File: src/rtl/seg7_pkg.sv
// seg7_pkg
//   Shared types and constants for the seven-segment scan driver:
//   controller state encoding, 4-bit to a..g segment decode and the
//   overflow dash pattern. Segment vectors are bit0 = a ... bit6 = g.
package seg7_pkg;

    typedef enum logic [1:0] {
        ST_IDLE = 2'd0,
        ST_CONV = 2'd1,
        ST_DONE = 2'd2
    } seg7_state_t;

    localparam logic [6:0] SEG_DASH = 7'h40;

    function automatic logic [6:0] seg_decode(input logic [3:0] i_val);
        logic [6:0] v_seg;
        case (i_val)
            4'h0:    v_seg = 7'h3F;
            4'h1:    v_seg = 7'h06;
            4'h2:    v_seg = 7'h5B;
            4'h3:    v_seg = 7'h4F;
            4'h4:    v_seg = 7'h66;
            4'h5:    v_seg = 7'h6D;
            4'h6:    v_seg = 7'h7D;
            4'h7:    v_seg = 7'h07;
            4'h8:    v_seg = 7'h7F;
            4'h9:    v_seg = 7'h6F;
            4'hA:    v_seg = 7'h77;
            4'hB:    v_seg = 7'h7C;
            4'hC:    v_seg = 7'h39;
            4'hD:    v_seg = 7'h5E;
            4'hE:    v_seg = 7'h79;
            default: v_seg = 7'h71;
        endcase
        return v_seg;
    endfunction

endpackage

File: src/rtl/bin2bcd_seq.sv
// bin2bcd_seq
//   Sequential shift-add-3 (double dabble) binary to BCD converter.
//   One bit per cycle, BIN_W cycles after the start edge; done pulses for
//   one cycle together with the final result.
// Ports:
//   clk, rst_n  clock, synchronous active-low reset
//   start       begin a conversion of bin (ignored while busy)
//   bin         binary value
//   busy        conversion in progress
//   done        one-cycle pulse, bcd valid
//   bcd         N_DIGITS+1 BCD digits; the top digit flags overflow
module bin2bcd_seq #(
    parameter int N_DIGITS = 4,
    parameter int BIN_W    = 14
) (
    input  logic                    clk,
    input  logic                    rst_n,
    input  logic                    start,
    input  logic [BIN_W-1:0]        bin,
    output logic                    busy,
    output logic                    done,
    output logic [4*N_DIGITS+3:0]   bcd
);

    localparam int          BCD_W = 4 * N_DIGITS + 4;
    localparam int unsigned N_BCD = N_DIGITS + 1;
    localparam int          CNT_W = (BIN_W > 1) ? $clog2(BIN_W) : 1;

    logic [BIN_W-1:0] r_shift;
    logic [BCD_W-1:0] r_bcd;
    logic [CNT_W-1:0] r_cnt;
    logic             r_active;
    logic             r_done;
    logic             r_lost;
    logic [BCD_W-1:0] w_adj;

    always_comb begin
        w_adj = r_bcd;
        for (int unsigned d = 0; d < N_BCD; d++) begin
            if (r_bcd[4*d +: 4] >= 4'd5) begin
                w_adj[4*d +: 4] = r_bcd[4*d +: 4] + 4'd3;
            end
        end
    end

    always_ff @(posedge clk) begin
        if (!rst_n) begin
            r_shift  <= '0;
            r_bcd    <= '0;
            r_cnt    <= '0;
            r_active <= 1'b0;
            r_done   <= 1'b0;
            r_lost   <= 1'b0;
        end else begin
            r_done <= 1'b0;
            if (start && !r_active) begin
                r_shift  <= bin;
                r_bcd    <= '0;
                r_cnt    <= '0;
                r_active <= 1'b1;
                r_lost   <= 1'b0;
            end else if (r_active) begin
                {r_bcd, r_shift} <= {w_adj, r_shift} << 1;
                // a set bit leaving the top digit means the value no longer
                // fits in N_DIGITS+1 digits; remember it so overflow stays visible
                r_lost <= r_lost | w_adj[BCD_W-1];
                r_cnt  <= r_cnt + CNT_W'(1);
                if (r_cnt == CNT_W'(BIN_W - 1)) begin
                    r_active <= 1'b0;
                    r_done   <= 1'b1;
                end
            end
        end
    end

    assign busy = r_active;
    assign done = r_done;
    assign bcd  = r_lost ? {4'hF, r_bcd[BCD_W-5:0]} : r_bcd;

endmodule

File: src/rtl/seg7_scan_driver.sv
// seg7_scan_driver
//   Multiplexed seven-segment display driver. A load captures bin_in either
//   as hex digits (immediate) or as decimal (via bin2bcd_seq); the display
//   register is then scanned one digit per SCAN_DIV clocks.
// Ports:
//   clk, rst_n  clock, synchronous active-low reset
//   ena         enable scanning and loads
//   load        capture strobe for bin_in / hex_mode
//   bin_in      value to display
//   hex_mode    1 = hex, 0 = decimal (sampled with load)
//   blank_lz    blank leading zero digits (live)
//   seg         segments a..g (bit0 = a)
//   dig_en      one-hot digit select
//   busy        decimal conversion in progress
//   ovf         last decimal load did not fit in N_DIGITS digits
module seg7_scan_driver
    import seg7_pkg::*;
#(
    parameter int N_DIGITS       = 4,
    parameter int BIN_W          = 14,
    parameter int SCAN_DIV       = 1000,
    parameter int SEG_ACTIVE_LOW = 0
) (
    input  logic                clk,
    input  logic                rst_n,
    input  logic                ena,
    input  logic                load,
    input  logic [BIN_W-1:0]    bin_in,
    input  logic                hex_mode,
    input  logic                blank_lz,
    output logic [6:0]          seg,
    output logic [N_DIGITS-1:0] dig_en,
    output logic                busy,
    output logic                ovf
);

    localparam int DISP_W  = 4 * N_DIGITS;
    localparam int PRESC_W = (SCAN_DIV > 1) ? $clog2(SCAN_DIV) : 1;
    localparam int IDX_W   = (N_DIGITS > 1) ? $clog2(N_DIGITS) : 1;

    seg7_state_t         r_state;
    seg7_state_t         w_state_nxt;
    logic                w_start;
    logic                w_hex_ld;
    logic                w_done_ld;

    logic [DISP_W-1:0]   r_disp;
    logic                r_dash;
    logic                r_ovf;
    logic                r_busy;
    logic [PRESC_W-1:0]  r_presc;
    logic [IDX_W-1:0]    r_idx;
    logic [6:0]          r_seg;
    logic [N_DIGITS-1:0] r_dig_en;

    logic                w_conv_busy;
    logic                w_conv_done;
    logic [DISP_W+3:0]   w_bcd;
    logic                w_bcd_ovf;
    logic [DISP_W-1:0]   w_hex_val;
    logic [3:0]          w_digit;
    logic [N_DIGITS-1:0] w_lz;
    logic [6:0]          w_seg_nxt;

    bin2bcd_seq #(
        .N_DIGITS (N_DIGITS),
        .BIN_W    (BIN_W)
    ) u_bin2bcd (
        .clk   (clk),
        .rst_n (rst_n),
        .start (w_start),
        .bin   (bin_in),
        .busy  (w_conv_busy),
        .done  (w_conv_done),
        .bcd   (w_bcd)
    );

    assign w_bcd_ovf = |w_bcd[DISP_W+3:DISP_W];

    if (BIN_W >= DISP_W) begin : g_hex_trunc
        assign w_hex_val = bin_in[DISP_W-1:0];
    end else begin : g_hex_ext
        assign w_hex_val = {{(DISP_W - BIN_W){1'b0}}, bin_in};
    end

    // ---------------- controller ----------------
    always_ff @(posedge clk) begin
        if (!rst_n) begin
            r_state <= ST_IDLE;
        end else begin
            r_state <= w_state_nxt;
        end
    end

    always_comb begin
        w_state_nxt = r_state;
        w_start     = 1'b0;
        w_hex_ld    = 1'b0;
        w_done_ld   = 1'b0;
        case (r_state)
            ST_IDLE: begin
                if (load && ena) begin
                    if (hex_mode) begin
                        w_hex_ld = 1'b1;
                    end else begin
                        w_start     = 1'b1;
                        w_state_nxt = ST_CONV;
                    end
                end
            end
            ST_CONV: begin
                if (w_conv_done && !w_conv_busy) begin
                    w_state_nxt = ST_DONE;
                end
            end
            ST_DONE: begin
                w_done_ld   = 1'b1;
                w_state_nxt = ST_IDLE;
            end
            default: w_state_nxt = ST_IDLE;
        endcase
    end

    // ---------------- display register ----------------
    always_ff @(posedge clk) begin
        if (!rst_n) begin
            r_disp <= '0;
            r_dash <= 1'b0;
            r_ovf  <= 1'b0;
            r_busy <= 1'b0;
        end else begin
            r_busy <= (w_state_nxt != ST_IDLE);
            if (w_hex_ld) begin
                r_disp <= w_hex_val;
                r_dash <= 1'b0;
            end
            if (w_done_ld) begin
                if (w_bcd_ovf) begin
                    r_dash <= 1'b1;
                    r_ovf  <= 1'b1;
                end else begin
                    r_disp <= w_bcd[DISP_W-1:0];
                    r_dash <= 1'b0;
                    r_ovf  <= 1'b0;
                end
            end
        end
    end

    // ---------------- scan ----------------
    // A digit is blanked when it and every more significant digit are zero.
    always_comb begin
        logic v_seen;
        v_seen = 1'b0;
        w_lz   = '0;
        for (int unsigned i = N_DIGITS - 1; i >= 1; i--) begin
            if (r_disp[4*i +: 4] != 4'd0) begin
                v_seen = 1'b1;
            end
            w_lz[i] = !v_seen;
        end
    end

    assign w_digit = r_disp[{r_idx, 2'b00} +: 4];

    always_comb begin
        w_seg_nxt = seg_decode(w_digit);
        if (!ena) begin
            w_seg_nxt = 7'h00;
        end else if (r_dash) begin
            w_seg_nxt = SEG_DASH;
        end else if (blank_lz && w_lz[r_idx]) begin
            w_seg_nxt = 7'h00;
        end
    end

    always_ff @(posedge clk) begin
        if (!rst_n) begin
            r_presc  <= '0;
            r_idx    <= '0;
            r_seg    <= '0;
            r_dig_en <= '0;
        end else begin
            r_seg    <= w_seg_nxt;
            r_dig_en <= ena ? (N_DIGITS'(1) << r_idx) : '0;
            if (ena) begin
                if (r_presc == PRESC_W'(SCAN_DIV - 1)) begin
                    r_presc <= '0;
                    r_idx   <= (r_idx == IDX_W'(N_DIGITS - 1)) ? '0 : r_idx + IDX_W'(1);
                end else begin
                    r_presc <= r_presc + PRESC_W'(1);
                end
            end
        end
    end

    assign seg    = (SEG_ACTIVE_LOW != 0) ? ~r_seg : r_seg;
    assign dig_en = (SEG_ACTIVE_LOW != 0) ? ~r_dig_en : r_dig_en;
    assign busy   = r_busy;
    assign ovf    = r_ovf;

endmodule

File: config.mk
export PLATFORM = sky130hd
export DESIGN_NAME = seg7_scan_driver
export DESIGN_NICKNAME = d
export VERILOG_FILES = /design/src/rtl/seg7_pkg.sv /design/src/rtl/bin2bcd_seq.sv /design/src/rtl/seg7_scan_driver.sv
export SDC_FILE = /design/constraint.sdc
export NUM_CORES = 1
export LEC_CHECK = 0
export CAP_MARGIN = 20
export CORE_UTILIZATION = 32
export DETAILED_ROUTE_END_ITERATION = 10
export DONT_BUFFER_PORTS = 1
export PLACE_DENSITY = 0.45
export SYNTH_ARGS = -nofsm -noshare
export SYNTH_HDL_FRONTEND = slang
export SYNTH_SLANG_ARGS = --single-unit
export TNS_END_PERCENT = 5
File: constraint.sdc
create_clock -name clk -period 1.9 [get_ports clk]
set_input_delay 0.285 -clock clk [delete_from_list [all_inputs] [get_ports clk]]
set_output_delay 0.285 -clock clk [all_outputs]
set_load 0.03 [all_outputs]
# == Word level (Yosys, flattened, before mapping) ==
# Memories as Yosys holds them, arrays and structs flattened.
# Cells that the tools add are included.
# classes
bitwise_logic,4
muxes,38
magnitude_cmp,6
n_shift,2
addsub,8
n_eq_ne,5
n_reduce_logical,21
# op_table
operator,n
$mux 16,3
$mux 14,2
$add 4x2->4 const B,5
$ge 4x3->1 const B,5
$mux 20,1
$mux 4,5
$mux 1,18
$shiftx 16x5->4,1
$mux 7,2
$reduce_bool 4->1,3
$add 10x1->10 const B,1
$eq 10x10->1 const B,1
$mux 10,1
$mux 2,4
$reduce_or 4->1,2
$reduce_bool 2->1,3
$add 4x1->4 const B,1
$eq 2x2->1 const B,2
$eq 4x4->1 const B,1
$logic_and 1x1->1,4
$logic_not 1->1,4
$pmux 2 s2,1
$reduce_and 2->1,2
$shl 1x2->4 const A,1
9 further kinds,11
# totals
output_inout_bits,13
wordCells,101
in_bits,20
memories,1
mem_bits_ro,112
regBits,85
# mem_list
name,words,word_bits,rd,rd_ports_with_merged_regs,write_ports,line,rtl
(name not given),16,7,1,0,0,seg7_pkg.sv:17,case (i_val)

# == Longest topological paths before layout ==
# depth
depth_word,10
depth_mapped,9
depth_no_buf,7

# == By module ==
# A second synthesis with hierarchy kept.
# unflattened
hier_cells,516
area_unflattened_um2,4448.0
# modules_own_cells
mod,cells_per_inst,seq_area_each_um2,instances,area_each_um2
bin2bcd_seq,269,820.8,1,2272.2
seg7_scan_driver,247,880.8,1,2175.8

# == Least setup slack after synthesis ==
# No wires, ideal clock.
# synth_path
path_kind,reg2reg
from,register r_idx[0]
to,register r_seg[0] (netlist: seg[0])
required_ns,1.786
stages_incl_launch_ff,9
period_less_slack_ns,2.024
setup_time_ns,0.114
slack_ns,-0.124
path_buffers,1
arrival_ns,1.911
path_cell_list,dfxtp_1 > buf_2 > mux4_2 > inv_1 > ha_1 > nor3_1 > a311o_1 > a21oi_1 > nor2_1
# synth_via
elab_chain_cells,4
word_cells_on_any_way,6
cone_classes,1 x shift; 2 x mux; 2 x reduce/logical; 1 x memory
# synth_lines
item,line,rtl
"start, declared",seg7_scan_driver.sv:52,logic [IDX_W-1:0] r_idx;
"start signal, assigned",seg7_scan_driver.sv:189,r_idx <= (r_idx == IDX_W'(N_DIGITS - 1)) ? '0 : r_idx + IDX_W'(1);
"parallel branches: the longest is 4 deep, another holds $mem_v2 16x7",-,
"end signal, assigned",seg7_scan_driver.sv:184,r_seg <= w_seg_nxt;
"end, declared",seg7_scan_driver.sv:53,logic [6:0] r_seg;
# Parallel ways; which one is timed is not known. The select of a mux whose other input is x is not followed.
# A chain may end at the register's enable or synchronous reset.

# == Worst setup path in the final report ==
# Same ends and word-level chain as after synthesis.

==> results.toml <==
[die]
fp.dieH_um = 118
floorplan.rows = 41
starting_density_of_the_core_pct = 33.3
dieWidth_um = 118
core_region_area_sq_um = 12800
area_enclosed_by_the_die_boundary_sq_um = 13800
ios = 33

[critical_path]
worst-endpoint-arrival_ns = 2.04
critical_path.endpoint_type = "flop"
worstSetupStartpointType = "flop"
timing.setup.critical_path_class = "flop to flop"
timing.critical_path.fanout_max = 4
crit_path_cell_trace = "mux4_2 -> inv_2 -> ha_4 -> nor3_1 -> a311o_1 -> a21oi_1 -> nor2_1"
timing.critical_path.max_delay_family = "multiplexers"
timing.critical_path.buf_inv = 1
critical_path.slowest_cell = "mux4_2"
critPathMaxStageDelay_ns = 0.55
setup.reg_to_reg.worst_slack_ns = 0.08
cp_data_required_time_ns = 2.12

[power]
max_rail_drop_vdd_v = 0.000406
p_switching_uw = 878
power_density_nw_per_um2 = 779
power_switching_share_pct = 23.2
cellInternalPower_mw = 2.90
p_leak_nw = 1.90
power_mw = 3.78
comb_power_share_pct = 6.5
seqPwrFrac_pct = 49.8
clock_power_share_pct = 43.7

[route]
via_count = 3119
drtAntennaViolNets = 0
avgRoutedWirePerCell_um = 14.4
initial_detailed_routing_violation_count = 208
met1Wirelength_mm = 4.45
drt_wl_total_mm = 9.29
route.met3.wl_um = 400
dr.max_layer_used = "met4"
route.met2.wl_mm = 4.35
post_drt_via_cell_ratio = 4.84
drt_pass1_iterations = 4
route.detailed.drc = 0

[timing]
min_period_over_period_pct = 95.8
hold_viol_final = 0
peak_clock_frequency_supported_by_timing_mhz = 549
fin_crit_ns = 1.82
holdWs_ns = 0.0861
finalSetupTns_ns = 0
rsz_0062_raised_after_global_routing = "false"
final-setup-viol-count = 0
slew_headroom_pct = 69.7
final_max_slew_viol_count = 0
tightestPinTransition_ns = 0.455
worst_clock_skew_ns = 0.00747

[yosys]
synth_cell_type_count = 44
synth-warning-count = 0
synthesized_cell_area_sq_um = 4270
synth_async_sr_flop_share_pct = 0
synth_common_cells = "dfxtp_1, nor2_1, nand2_1"
yosys_top_cell_area_share_pct = 39.8
synth_seq_area_share_pct = 39.8
synth.area.top_cells = "dfxtp_1, mux2i_1, ha_1, nor2_1, nand2_1"
synth-edff-count = 0
synth-main-ff-cell = "dfxtp_1"
yosys_register_bits = 85
post-synth-top-area-cell = "dfxtp_1"
syn_inst = 455
post_synth.cell_area_avg_sq_um = 9.39
synth.most_common_cell = "dfxtp_1"
syn-num-nets = 496

[global_routing]
grt_usage_pct = 14.1
first_global_vias = 2966
grt_antenna_before_repair = 0
grt_overflow = 0
grt_pass1_wl_mm = 15.4
grt_start_max_net_pins = 45

[cells_and_area]
syn_to_final_growth_pct = 13.6
fillers = 1333
finish.net_count = 509
multiInputGateArea_sq_um = 2370
layout-drive-gt1-share_pct = 14.6
stdcell_area_sq_um = 4850
n_diodes = 0
final_core_util_pct = 37.8
seqCellArea_sq_um = 1700

[cts]
cts_hold_buf = 0
tritoncts_num_sinks = 85
tritoncts = "done"
cts-root-buf = "clkbuf_16"
numCtsBuffers = 9
cts.reportedPaths.clkPinSlew_ns = 0.06
htreeDepth = 3
post-cts-setup-buffer-count = 0
cts_resized = 0
cts-root-to-sink-buffers = 2
clk-insertion-delay-late_ns = 0.33

[place]
place_congestion = 0.740
buffer_ports.inserted = 0
post_dp_area_sq_um = 4570
dpl.hpwl_mm = 6.79

[flow_run]
max_capacitance_violation_total = 0

[run_status]
status = "finished, final reports clean"

[worst_hold_path]
hold_path_class = "input pin to flop"
power groups by stage:
| stage | registers, mW | logic [mW] | clock network, mW |
|---|---|---|---|
| after floorplan | 1.91 | 0.200 | 0 |
| after global placement | 1.92 | 0.244 | 0 |
| after detailed placement | 1.92 | 0.246 | 0 |
| after CTS | 1.88 | 0.248 | 1.72 |
| after global routing | 1.89 | 0.271 | 1.79 |
| final | 1.88 | 0.245 | 1.65 |
sequential cells by signal, indices dropped and copies added, names as in the netlist, 2 cells and up:
signal / cells
r_disp: 16
r_state: 2
r_presc: 10
u_bin2bcd.r_shift: 14
u_bin2bcd.r_bcd: 20
u_bin2bcd.r_cnt: 4
r_idx: 2
seg: 7
dig_en: 4
through the flow:
stage | std cells | worst slack (ns)
after floorplan | 455 | 0.00426
after global placement | 629 | 0.0610
after detailed placement | 629 | 0.0478
after CTS | 645 | 0.0158
after global routing | 645 | 0.0103
final | 645 | 0.0794
worst paths after layout:
| kind | startpoint | endpoint | cells after the start |
|---|---|---|---|
| max | r_idx[0]$_SDFFE_PN0P_ | seg[0]$_SDFF_PP0_ | 7 |
| max reg2reg | r_idx[0]$_SDFFE_PN0P_ | seg[0]$_SDFF_PP0_ | 7 |
| min reg2reg | u_bin2bcd.done$_SDFF_PP0_ | r_state[1]$_SDFF_PN0_ | 2 |
| min | rst_n | u_bin2bcd.busy$_SDFF_PN0_ | 1 |
cell families after synthesis:
| kind of cell | count (synthesis) | share of synthesized area, % |
|---|---|---|
| adder cells (fa/ha/maj) | 21 | 6.15 |
| AND/OR/NAND/NOR | 147 | 16.2 |
| AO/OA/AOI/OAI | 77 | 11.3 |
| buffers and inverters | 39 | 4.83 |
| flip-flops | 85 | 39.8 |
| XOR/XNOR | 26 | 5.33 |
| multiplexers | 60 | 16.4 |
area by class of cell:
cell class | instances | share of cell area [%]
Timing Repair Buffer | 23 | 4.33
Clock inverter | 4 | 0.464
Multi-Input combinational cell | 331 | 49.0
Tap cell | 172 | 4.44
Clock buffer | 12 | 5.29
Sequential cell | 85 | 35.1
Inverter | 18 | 1.39
layout by cell type, fill, tap and decap left out, types with 5 or more instances in the layout:
| cell type | count |
|---|---|
| a21o_1 | 5 |
| a21oi_1 | 21 |
| buf_4 | 20 |
| clkbuf_16 | 9 |
| dfxtp_1 | 83 |
| ha_1 | 20 |
| inv_1 | 16 |
| mux2_2 | 6 |
| mux2_4 | 11 |
| mux2i_1 | 40 |
| nand2_1 | 45 |
| nand2b_1 | 10 |
| nand3_1 | 12 |
| nor2_1 | 46 |
| nor2b_1 | 6 |
| nor3_1 | 11 |
| o211ai_1 | 7 |
| o21ai_0 | 31 |
| xnor2_1 | 13 |
| xor2_1 | 13 |
routing by layer:
layer / track usage, % / vias up
met5: 0 / -
met4: 4.33 / 0
met3: 4.12 / 7
met2: 23.0 / 40
met1: 18.0 / 1475
li1: - / 1597
Power figures use the tool's default switching activity.
==> RTL edit 1: new RTL, config.mk and constraints unchanged <==
`N_DIGITS` is set to 4 in 2 places; all go to 8.
--- a/src/rtl/bin2bcd_seq.sv
+++ b/src/rtl/bin2bcd_seq.sv
@@ -11,5 +11,5 @@
 //   bcd         N_DIGITS+1 BCD digits; the top digit flags overflow
 module bin2bcd_seq #(
-    parameter int N_DIGITS = 4,
+    parameter int N_DIGITS = 8,
     parameter int BIN_W    = 14
 ) (
--- a/src/rtl/seg7_scan_driver.sv
+++ b/src/rtl/seg7_scan_driver.sv
@@ -17,5 +17,5 @@
     import seg7_pkg::*;
 #(
-    parameter int N_DIGITS       = 4,
+    parameter int N_DIGITS       = 8,
     parameter int BIN_W          = 14,
     parameter int SCAN_DIV       = 1000,
Ports: changed (resized dig_en); port bits go from 33 to 37. No check against the original RTL was run, so the function may have changed too.
==> RTL edit 1 against the unedited design <==
- the flow now finishes with violations (negative setup slack)
- routed wire length grew 50%
- power grew 75%
- sequential power grew 41%
- worst hold slack lost 0.069 ns
- critical path depth is the same
- critical endpoint is now seg[1]
- count of clock-buffer cells in the layout grew 10
- setup slack lost 0.11 ns
- sequential cell count grew 37
- maximum frequency shrank 5.9%
- largest cell class unchanged
- cell area grew 48%
- area after synthesis grew 41%
==> RTL edit 1: results (changes against the unedited design) <==
GPL Wtd Cong - 0.8265 (+12%)
reg-to-reg critical path endpoint - seg[1]
DR vias - 4488 (+44%)
share of cells above drive strength 1 - 0.1473 (+0.001444)
final worst slack - -0.03465 ns (-0.1141 ns)
Num CTS Buffers - 17 (+8)
Post-synth top cells - dfxtp_1, nor2_1, nand2_1, mux2i_1
worst-skew pair later-pin latency - 0.41 ns (+0.08 ns)
hold path cells - 2 (+1)
status - finished with violations
post-synth cell types - 48 (+9.1%)
biggest registers after layout - u_bin2bcd.r_bcd (36), r_disp (32), u_bin2bcd.r_shift (14)
Syn Nets - 689 (+39%)
Pleak - 2.773 nW (+46%)
starting DRC count in detailed routing - 260 (+25%)
crit-path max FO - 7 (+3)
largest net degree at the start of global routing - 44 (-2.2%)
number of setup violations in the final report - 7 (+7)
first-pass GRT wire length - 22800 microns (+48%)
PortBufs - 0 (unchanged)
vias in the first global route - 4351 (+47%)
H-tree Lvls - 4 (+1)
Worst VDD drop - 0.5429 mV (+34%)
failing checks - negative setup slack
cell depth of the worst flop-to-flop path - 7 (unchanged)
DP Wirelength - 10090 microns (+49%)
Hold WS - 0.01703 ns (-0.06903 ns)
hold path endpoint - dig_en[7]
All-Layer GR Usage - 0.1512 (+0.01005)
Nets - 714 (+40%)
dpl ws - -0.08643 ns (-0.1342 ns)
filler instances - 1776 (+33%)
delay of the slowest critical-path stage - 0.53 ns (-0.02 ns)
final wirelength - 13930 microns (+50%)
part of the Yosys area used for sequential elements - 0.4044 (+0.005916)
WP data arrival - 2.29 ns (+0.25 ns)
RTL edit 1: cell types whose count changed in the layout (fill, tap and decap cells not counted), moves of 9 or more:
cell | before | now
nor2_1 | 46 | 59
mux2_1 | 0 | 12
nand2_1 | 45 | 56
nand2b_1 | 10 | 19
mux2_4 | 11 | 0
xnor2_1 | 13 | 22
o21ai_1 | 0 | 11
inv_1 | 16 | 26
buf_4 | 20 | 32
a22o_1 | 2 | 19
dfxtp_1 | 83 | 120
ha_1 | 20 | 31
RTL edit 1: power breakdown:
group | total, mW | internal (mW) | switching (mW)
Sequential | 2.66 | 2.60 | 0.0549
Clock | 3.66 | 2.54 | 1.11
Combinational | 0.289 | 0.127 | 0.163
RTL edit 1: stage by stage:
step           total power, mW  std cells   TNS, ns
2_1_floorplan            2.915        636    -1.120
3_3_place_gp             2.987        868   -0.2398
3_5_place_dp             2.991        868   -0.4298
4_1_cts                  6.671        901  -0.06980
5_1_grt                  6.832        901   -0.9271
6_report                 6.603        901   -0.1250
RTL edit 1: how the worst max path moves through the flow:
stage,to,from
2_1_floorplan,seg[5],r_idx[1]
3_3_place_gp,seg[5],r_idx[1]
3_5_place_dp,seg[0],r_idx[1]
4_1_cts,seg[3],r_idx[1]
5_1_grt,seg[5],r_idx[1]
6_report,seg[1],r_idx[1]
RTL edit 1: worst max-delay path: cells and delay by family, from the launching register on:
family                   cells  cell delay (ns)
multiplexers                 3             0.86
flip-flops                   1             0.39
adder cells (fa/ha/maj)      1             0.25
buffers and inverters        1             0.18
AO/OA/AOI/OAI                1             0.10
AND/OR/NAND/NOR              1             0.08
RTL edit 1: cell type report:
class,count,area share
Clock inverter,8,0.02648
Tap cell,229,0.03990
Clock buffer,22,0.06603
Inverter,30,0.01568
Timing Repair Buffer,36,0.04181
Multi-Input combinational cell,454,0.4693
Sequential cell,122,0.3408
RTL edit 1: repair_timing:
action                                 in CTS  in global routing
hold buffers                                2                  0
endpoints found under the hold margin       5                  0
setup endpoints to repair                   7                  8
resized for setup                           7                  1
gates cloned                                0                  0
pin swaps                                   2                  0
buffers inserted                            1                  0
RTL edit 1: routing by layer:
metal	share of wire	vias to the layer above	GRT usage
met2	0.45	69	0.2362
li1	-	2271	-
met1	0.50	2127	0.1977
met3	0.035	21	0.03544
met4	0.022	0	0.06842
met5	0	-	0
RTL edit 1: logic make-up after synthesis:
logic type,Yosys count,share of synthesized area
flip-flops,122,0.4044
multiplexers,71,0.1556
AO/OA/AOI/OAI,128,0.1361
buffers and inverters,60,0.04268
adder cells (fa/ha/maj),33,0.06837
XOR/XNOR,30,0.04350
AND/OR/NAND/NOR,192,0.1494
==> RTL edit 2: new RTL, config.mk and constraints unchanged <==
Without the edit above. Register the inputs `ena`, `load`, `bin_in`, `hex_mode` and `blank_lz` before use, without a reset. The logic sees them one clock later.
--- a/src/rtl/seg7_scan_driver.sv
+++ b/src/rtl/seg7_scan_driver.sv
@@ -39,4 +39,18 @@
     localparam int IDX_W   = (N_DIGITS > 1) ? $clog2(N_DIGITS) : 1;
 
+    logic ena_q;
+    logic load_q;
+    logic [BIN_W-1:0] bin_q;
+    logic hex_mode_q;
+    logic blank_lz_q;
+
+    always_ff @(posedge clk) begin
+        ena_q      <= ena;
+        load_q     <= load;
+        bin_q      <= bin_in;
+        hex_mode_q <= hex_mode;
+        blank_lz_q <= blank_lz;
+    end
+
     seg7_state_t         r_state;
     seg7_state_t         w_state_nxt;
@@ -70,5 +84,5 @@
         .rst_n (rst_n),
         .start (w_start),
-        .bin   (bin_in),
+        .bin   (bin_q),
         .busy  (w_conv_busy),
         .done  (w_conv_done),
@@ -79,7 +93,7 @@
 
     if (BIN_W >= DISP_W) begin : g_hex_trunc
-        assign w_hex_val = bin_in[DISP_W-1:0];
+        assign w_hex_val = bin_q[DISP_W-1:0];
     end else begin : g_hex_ext
-        assign w_hex_val = {{(DISP_W - BIN_W){1'b0}}, bin_in};
+        assign w_hex_val = {{(DISP_W - BIN_W){1'b0}}, bin_q};
     end
 
@@ -100,6 +114,6 @@
         case (r_state)
             ST_IDLE: begin
-                if (load && ena) begin
-                    if (hex_mode) begin
+                if (load_q && ena_q) begin
+                    if (hex_mode_q) begin
                         w_hex_ld = 1'b1;
                     end else begin
@@ -166,9 +180,9 @@
     always_comb begin
         w_seg_nxt = seg_decode(w_digit);
-        if (!ena) begin
+        if (!ena_q) begin
             w_seg_nxt = 7'h00;
         end else if (r_dash) begin
             w_seg_nxt = SEG_DASH;
-        end else if (blank_lz && w_lz[r_idx]) begin
+        end else if (blank_lz_q && w_lz[r_idx]) begin
             w_seg_nxt = 7'h00;
         end
@@ -183,6 +197,6 @@
         end else begin
             r_seg    <= w_seg_nxt;
-            r_dig_en <= ena ? (N_DIGITS'(1) << r_idx) : '0;
-            if (ena) begin
+            r_dig_en <= ena_q ? (N_DIGITS'(1) << r_idx) : '0;
+            if (ena_q) begin
                 if (r_presc == PRESC_W'(SCAN_DIV - 1)) begin
                     r_presc <= '0;
Behaviour: not the same (a bounded check fails within 4 cycles, from zero or initial values and one cycle with rst_n low).
==> RTL edit 2 against the unedited design <==
- routed wire length up 0.57%
- setup slack gained 0.010 ns
- sequential cell count increased by 18
- first-iteration DRC count down 21%
- area after synthesis grew 5.0%
- power increased by 17%
- count of clock-buffer cells in the layout unchanged
- cell area is 9.0% higher
- critical endpoint is now r_idx[0]
==> RTL edit 2: results (changes against the unedited design) <==
worst-margin pin slew - 0.3782 ns (-0.07650 ns)
dpl ws - 0.02009 ns (-0.02771 ns)
Top delay family on crit path - simple AND/OR/NAND/NOR gates
worst-skew pair later-pin latency - 0.35 ns (+0.02 ns)
part of the Yosys area used for sequential elements - 0.4601 (+0.06160)
Syn Area/Cell - 9.638 sq um (+2.7%)
CP max stage cell - or4_4
Worst VDD drop - 0.4597 mV (+13%)
first-pass GRT wire length - 15590 microns (+1.1%)
vias in the first global route - 3034 (+2.3%)
post-synth cell types - 42 (-4.5%)
post-route insts no fill - 674 (+4.5%)
share of flip-flops with an asynchronous set or reset - 0 (unchanged)
placed cell area - 4790 sq um (+4.8%)
Comb group - 263 uW (+7%)
initial antenna violation count - 0 (unchanged)
All-Layer GR Usage - 0.1415 (+0.0003080)
CTS root buf - clkbuf_16
hold path cells - 1 (unchanged)
crit-path max FO - 3 (-1)
starting DRC count in detailed routing - 165 (-21%)
top post-synthesis cells by area - dfxtp_1, mux2i_1, ha_1
Syn Nets - 506 (+2.0%)
hold crit path type - input port to register
CTS max path bufs - 2 (unchanged)
clock-pin slew on the worst setup and hold paths - 0.07 ns
delay of the slowest critical-path stage - 0.44 ns (-0.11 ns)
Num CTS Buffers - 9 (unchanged)
largest net degree at the start of global routing - 30 (-33%)
Comb pwr share - 0.059 (-0.006)
cell total after placement - 640 (+1.7%)
biggest registers after layout - u_bin2bcd.r_bcd (20), r_disp (16)
Pre-Repair DR Iteration Count - 4 (unchanged)
Multi-input gate area - 2285 sq um (-3.8%)
filler instances - 1387 (+4.1%)
share of cells above drive strength 1 - 0.1305 (-0.01536)
H-tree Lvls - 3 (unchanged)
DP Wirelength - 6665 microns (-1.8%)
status - complete, no violations
skew final - 0.007688 ns (+0.0002149 ns)
PortBufs - 0 (unchanged)
final wirelength - 9339 microns (+0.57%)
DR vias - 3224 (+3.4%)
WP data arrival - 2.09 ns (+0.05 ns)
Nets - 534 (+4.9%)
P_seq - 2.29 mW (+22%)
Post-synth top cells - dfxtp_1, nor2_1, nand2_1, mux2i_1, o21ai_0
GPL Wtd Cong - 0.8019 (+8.4%)
Pleak - 2.073 nW (+9.2%)
Sw Pwr - 1.014 mW (+15%)
RTL edit 2: changes by cell type after synthesis, moves of 4 or more:
cell | unedited run | this run
mux2_2 | 6 | 14
mux2_4 | 11 | 0
nor2_1 | 46 | 51
dfxtp_1 | 85 | 103
a21oi_1 | 21 | 17
RTL edit 2: cells by family after synthesis:
| group | after synthesis | share of synthesized area |
|---|---|---|
| simple gates | 150 | 0.1561 |
| flops | 103 | 0.4601 |
| compound gates | 73 | 0.09911 |
| mux | 57 | 0.1424 |
| buf+inv | 35 | 0.03294 |
| xor+xnor | 26 | 0.05081 |
| fa+ha+maj | 21 | 0.05863 |
RTL edit 2: final timing paths:
| check | from | endpoint | slack [ns] |
|---|---|---|---|
| hold reg to reg | u_bin2bcd.done | r_state[1] | 0.45 |
| hold / removal | rst_n | u_bin2bcd.busy | 0.06 |
| setup / recovery | r_presc[1] | r_idx[0] | 0.09 |
| setup reg to reg | r_presc[1] | r_idx[0] | 0.09 |
RTL edit 2: final cells by class:
type	instances	area share
multi-input combinational	327	0.4322
sequential	103	0.3912
timing repair buffer	36	0.06675
clock buffer	12	0.04663
tap	176	0.04166
inverter	16	0.01136
clock inverter	4	0.01018
RTL edit 2: metal layers:
metal,vias up,GRT usage,routed length (microns),part of all wire
li1,1655,-,-,-
met1,1510,0.1775,4527,0.48
met4,0,0.08333,259,0.028
met2,45,0.2234,4291,0.46
met5,-,0,0,0
met3,14,0.02972,260,0.028
RTL edit 2: timing repair:
action                                  in CTS  in global routing
gates resized for setup                      1                  7
endpoints found under the setup margin       1                  7
hold buffers                                18                  0
pin swaps                                    0                  1
hold endpoints to repair                    18                  0
